**src/rtl/pipeline_elastic.sv**
```systemverilog
// -----------------------------------------------------------------------------
// pipeline_elastic
//
// Purpose:
//   Multi-stage data pipeline with valid/ready flow control. Each stage is a
//   two-entry skid buffer (main + skid register). Because the upstream ready of
//   a stage is a flop, no combinational ready path crosses stage boundaries.
//   Data flows downstream and backpressure ripples upstream one stage per
//   clock. Every stage stores up to two words, so the pipeline holds up to
//   2*NOF_STAGES words in total.
//
// Parameters:
//   WIDTH       data width in bits (>= 1)
//   NOF_STAGES  number of skid-buffer stages (>= 1)
//
// Ports:
//   clk_i      clock; all state changes on the rising edge
//   rst_i      asynchronous, active-high reset
//   s_valid_i  upstream word valid
//   s_data_i   upstream data
//   s_ready_o  block accepts a word (flop output)
//   m_valid_o  downstream word valid (flop output)
//   m_data_o   downstream data (flop output)
//   m_ready_i  downstream accepts the word
// -----------------------------------------------------------------------------
module pipeline_elastic #(
    parameter int WIDTH      = 8,
    parameter int NOF_STAGES = 2
) (
    input  logic             clk_i,
    input  logic             rst_i,
    input  logic             s_valid_i,
    input  logic [WIDTH-1:0] s_data_i,
    output logic             s_ready_o,
    output logic             m_valid_o,
    output logic [WIDTH-1:0] m_data_o,
    input  logic             m_ready_i
);

    // State encoding is chosen so that bit 0 is the main-valid flag and bit 1
    // the skid-valid flag; both flags are therefore plain flop bits.
    typedef enum logic [1:0] {
        ST_EMPTY = 2'b00,
        ST_HALF  = 2'b01,
        ST_FULL  = 2'b11
    } stage_state_e;

    // Inter-stage wiring: what each stage presents downstream and upstream.
    logic             stage_valid [NOF_STAGES];
    logic [WIDTH-1:0] stage_data  [NOF_STAGES];
    logic             stage_ready [NOF_STAGES];

    if (NOF_STAGES < 1) begin : g_bad_nof_stages
        $error("pipeline_elastic: NOF_STAGES must be >= 1");
    end

    if (WIDTH < 1) begin : g_bad_width
        $error("pipeline_elastic: WIDTH must be >= 1");
    end

    for (genvar k = 0; k < NOF_STAGES; k++) begin : g_stage

        stage_state_e     state_q;
        stage_state_e     state_d;
        logic [WIDTH-1:0] main_q;
        logic [WIDTH-1:0] main_d;
        logic [WIDTH-1:0] skid_q;
        logic [WIDTH-1:0] skid_d;
        logic             in_ready_q;
        logic             in_ready_d;

        logic             in_valid_s;
        logic [WIDTH-1:0] in_data_s;
        logic             out_ready_s;
        logic             in_xfer_s;
        logic             out_xfer_s;

        // Upstream side: the block input for stage 0, else the previous stage.
        if (k == 0) begin : g_in_first
            assign in_valid_s = s_valid_i;
            assign in_data_s  = s_data_i;
        end else begin : g_in_chain
            assign in_valid_s = stage_valid[k-1];
            assign in_data_s  = stage_data[k-1];
        end

        // Downstream side: the consumer for the last stage, else the next
        // stage's registered ready.
        if (k == NOF_STAGES - 1) begin : g_out_last
            assign out_ready_s = m_ready_i;
        end else begin : g_out_chain
            assign out_ready_s = stage_ready[k+1];
        end

        assign in_xfer_s  = in_valid_s & in_ready_q;
        assign out_xfer_s = state_q[0] & out_ready_s;

        // State, data and ready registers; asynchronous clear discards all words.
        always_ff @(posedge clk_i or posedge rst_i) begin
            if (rst_i) begin
                state_q    <= ST_EMPTY;
                main_q     <= {WIDTH{1'b0}};
                skid_q     <= {WIDTH{1'b0}};
                in_ready_q <= 1'b0;
            end else begin
                state_q    <= state_d;
                main_q     <= main_d;
                skid_q     <= skid_d;
                in_ready_q <= in_ready_d;
            end
        end

        // Next-state logic: occupancy changes by +1 on input-only, -1 on
        // output-only, and stays put when both sides transfer.
        always_comb begin
            state_d = state_q;
            case (state_q)
                ST_EMPTY: begin
                    if (in_xfer_s) begin
                        state_d = ST_HALF;
                    end else begin
                        state_d = ST_EMPTY;
                    end
                end
                ST_HALF: begin
                    if (in_xfer_s && !out_xfer_s) begin
                        state_d = ST_FULL;
                    end else if (!in_xfer_s && out_xfer_s) begin
                        state_d = ST_EMPTY;
                    end else begin
                        state_d = ST_HALF;
                    end
                end
                ST_FULL: begin
                    if (out_xfer_s) begin
                        state_d = ST_HALF;
                    end else begin
                        state_d = ST_FULL;
                    end
                end
                default: begin
                    // Unreachable encoding 2'b10: recover to a clean empty stage.
                    state_d = ST_EMPTY;
                end
            endcase
        end

        // Output/datapath logic: main always holds the oldest word; the skid
        // register only catches the word that arrives while main is stalled.
        // A drained main register keeps its last value rather than clearing.
        always_comb begin
            main_d = main_q;
            skid_d = skid_q;
            case (state_q)
                ST_EMPTY: begin
                    if (in_xfer_s) begin
                        main_d = in_data_s;
                    end else begin
                        main_d = main_q;
                    end
                end
                ST_HALF: begin
                    if (in_xfer_s && out_xfer_s) begin
                        main_d = in_data_s;
                    end else if (in_xfer_s) begin
                        skid_d = in_data_s;
                    end else begin
                        main_d = main_q;
                    end
                end
                ST_FULL: begin
                    if (out_xfer_s) begin
                        main_d = skid_q;
                    end else begin
                        main_d = main_q;
                    end
                end
                default: begin
                    main_d = main_q;
                    skid_d = skid_q;
                end
            endcase
            // Ready is the registered complement of the next skid-valid flag,
            // so it never sees same-cycle out_ready combinationally.
            in_ready_d = (state_d != ST_FULL);
        end

        assign stage_valid[k] = state_q[0];
        assign stage_data[k]  = main_q;
        assign stage_ready[k] = in_ready_q;
    end

    assign s_ready_o = stage_ready[0];
    assign m_valid_o = stage_valid[NOF_STAGES-1];
    assign m_data_o  = stage_data[NOF_STAGES-1];

endmodule

```
**config.mk**
```make
export PLATFORM = sky130hd
export DESIGN_NAME = pipeline_elastic
export DESIGN_NICKNAME = d
export VERILOG_FILES = /design/src/rtl/pipeline_elastic.sv
export SDC_FILE = /design/constraint.sdc
export NUM_CORES = 1
export LEC_CHECK = 0
export ABC_AREA = 1
export CAP_MARGIN = 20
export CORE_MARGIN = 10
export CORE_UTILIZATION = 57
export CTS_BUF_LIST = sky130_fd_sc_hd__clkbuf_8
export DETAILED_ROUTE_END_ITERATION = 8
export HOLD_SLACK_MARGIN = 0.05
export PLACE_DENSITY = 0.79
export REMOVE_ABC_BUFFERS = 1
export SLEW_MARGIN = 20
export SYNTH_ARGS = -nofsm -noshare
export SYNTH_HDL_FRONTEND = slang
export SYNTH_SLANG_ARGS = --single-unit
export TNS_END_PERCENT = 10
```
**constraint.sdc**
```tcl
create_clock -name clk_i -period 1.47 [get_ports clk_i]
set_clock_uncertainty 0.2 [all_clocks]
set_input_delay 0.2205 -clock clk_i [delete_from_list [all_inputs] [get_ports clk_i]]
set_output_delay 0.2205 -clock clk_i [all_outputs]
set_load 0.1 [all_outputs]
```
==> metrics.yaml <==
setup_path:
  worstSetupPathType: "register to primary output"
  cpLargestDelayFamily: "flip-flops"
  timing.reg2reg.setup_slack_ns: 0.10
  worstPathMaxFanout: 4
  cp_slowest_cell: "dfrtp_1"
  crit_required_ns: 1.05
  critPathBufInv: 1
  cp-end-kind: "primary output"
  critPathMaxStageDelay_ns: 0.47
  arrival_ns: 0.97
  setup.worst_path.start_class: "register"
  crit_chain: "buf_12"
clocking:
  cts_sinks: 38
  cts_tree: "yes"
  clkLatencyLatePin_ns: 0.29
  clkTransAtPathRegs_ns: 0.07
  clockBufferDepth: 2
  htreeDepth: 2
  cts_hold_buf: 0
  cts_buffers: 5
  ctsResizeCount: 0
  post_cts_buffers: 0
  cts_root_buf: "clkbuf_8"
sta:
  slew_headroom_pct: 79.16
  slew_viol_final: 0
  period_needed_ns: 1.395
  max_freq_mhz: 716.7
  setup_violations: 0
  fin_crit_sh_pct: 94.92
  hold_viol_final: 0
  grt_setup_unrepaired: "no"
  tightest_slew_ns: 0.3125
placed_design:
  placed_cells: 289
  dp_hpwl_um: 2648
  io_buffers: 21
  gp_congestion: 0.7579
yosys:
  ys_ff_latch: 38
  yosysUniqueCellTypes: 17
  yosys_warnings: 0
  seq_area_frac_synth_pct: 52.74
  syn_avg_cell_area_um2: 8.233
  syn_area_mm2: 0.001803
  synth_cells: 219
power:
  vdd.ir_drop.worst_mv: 1.010
  p_per_area_mw_per_mm2: 2183
  p_leak_uw: 0.001269
die:
  start_util_pct: 59.06
  rows: 20
  fp.dieW_um: 76.24
  dieArea_mm2: 0.005813
  core-area_mm2: 0.003053
  die_h_um: 76.24
  io_pins: 22
drt:
  ant_nets: 0
  drc: 0
  num_vias: 1475
  first_iter_violations: 83
  viasPerCell: 4.966
  avgRoutedWirePerCell_um: 11.74
  finalWirelength_um: 3487
  drt_pass1_iterations: 4
final_layout:
  fin_util_pct: 75.82
  finalNetCount: 264
  antenna_cells: 0
  area_delta_synth_final_pct: 28.38
  drive_gt1_share_pct: 18.58
  stdcell_count: 297
  n_fill_cell: 237
job:
  maxCapViolCount: 0
grt:
  grt_pass1_wl_um: 6251
  antenna_found_initial: 0
  grt_max_degree: 39
  grtUsageTotal_pct: 12.75
  grt_pass1_vias: 1507
  grt.overflow.total: 0
hold_path:
  hp-class: "input port to async pin"
outcome:
  status: "completed"
-- cells in the mapped netlist --
library cell | count | area (um2)
nand3_2 | 1 | 10.01
dfrtp_1 | 38 | 950.9
nand3_1 | 41 | 205.2
o21ai_1 | 1 | 5.000
inv_1 | 5 | 18.77
buf_6 | 3 | 33.78
or2_1 | 1 | 6.260
nand2_4 | 6 | 67.56
inv_4 | 1 | 6.260
nand2_1 | 108 | 405.4
inv_2 | 6 | 22.52
o21ai_4 | 1 | 16.27
nor2_2 | 1 | 6.260
nand3_4 | 1 | 17.52
nand2_2 | 2 | 12.51
nor2_1 | 1 | 3.750
buf_4 | 2 | 15.01
-- final timing paths --
kind,start,to,cells past startpoint
max reg2reg,g_stage[0].state_q[0]$_DFF_PP0_,g_stage[0].skid_q[5]$_DFFE_PP0P_,6
max in group asynchronous,rst_i,g_stage[1].skid_q[0]$_DFFE_PP0P_,3
min reg2reg,g_stage[1].skid_q[1]$_DFFE_PP0P_,g_stage[1].skid_q[1]$_DFFE_PP0P_,2
min,rst_i,m_data_o[5]$_DFFE_PP0P_,3
min in group clk_i,g_stage[1].skid_q[1]$_DFFE_PP0P_,g_stage[1].skid_q[1]$_DFFE_PP0P_,2
max,g_stage[1].state_q[0]$_DFF_PP0_,m_valid_o,1
-- cell type report --
cell class / instances / area [um2] / area share [%]
Multi-Input combinational cell: 164 / 755.7 / 32.65
Sequential cell: 38 / 950.9 / 41.08
Tap cell: 44 / 55.05 / 2.378
Clock inverter: 2 / 12.51 / 0.5405
Inverter: 12 / 47.55 / 2.054
Timing Repair Buffer: 31 / 410.4 / 17.73
Clock buffer: 6 / 82.58 / 3.568
-- cells by family after synthesis --
| logic type | Yosys count | share of synthesized area (%) |
|---|---|---|
| compound gates | 2 | 1.180 |
| buf+inv | 17 | 5.343 |
| flops | 38 | 52.74 |
| simple gates | 162 | 40.74 |
-- per-stage QoR --
step / hold slack, ns / total power (uW) / worst slack (ns) / setup TNS (ns) / cell area [um2]
after global routing: 0.1162 / 5361 / 0.009503 / 0 / 2315
after detailed placement: 0.2591 / 4340 / -0.1065 / -1.470 / 2220
after floorplan: 0.1301 / 3382 / -0.6645 / -18.57 / 1754
after global placement: 0.2539 / 4256 / -0.07096 / -1.319 / 2220
after CTS: 0.08725 / 5092 / 0.06511 / 0 / 2315
final: 0.07998 / 5054 / 0.07465 / 0 / 2315
-- routing by layer --
metal | up-vias | share of wire, % | wire (um) | GRT usage [%]
li1 | 759 | - | - | -
met1 | 678 | 43 | 1505 | 12.16
met2 | 31 | 51 | 1784 | 24.23
met3 | 7 | 3.6 | 125 | 3.538
met4 | 0 | 2.1 | 72 | 6.320
met5 | - | 0 | 0 | 0
-- power breakdown --
group	switching [uW]	internal [uW]	total (uW)
combinational	1570	899	2470
sequential	359	1470	1830
clock	371	377	748
total	2300	2750	5050
-- registers in the layout, indices dropped and copies added (netlist names) --
name / count
g_stage.skid_q: 16
g_stage.main_q: 8
m_data_o: 8
g_stage.state_q: 4
g_stage.out_ready_s: 1
s_ready_o: 1
-- cells in the final DEF (no fill, tap or decap), drive strengths merged --
cell	Yosys	final
clkinvlp	0	1
nor2	2	2
clkbuf	0	6
inv	12	12
dfrtp	38	38
nand2	116	116
nand3	43	43
o21ai	2	2
or2	1	1
clkinv	0	1
clkdlybuf4s50	0	11
buf	5	20
No activity file was read; power rests on OpenSTA's default activity.
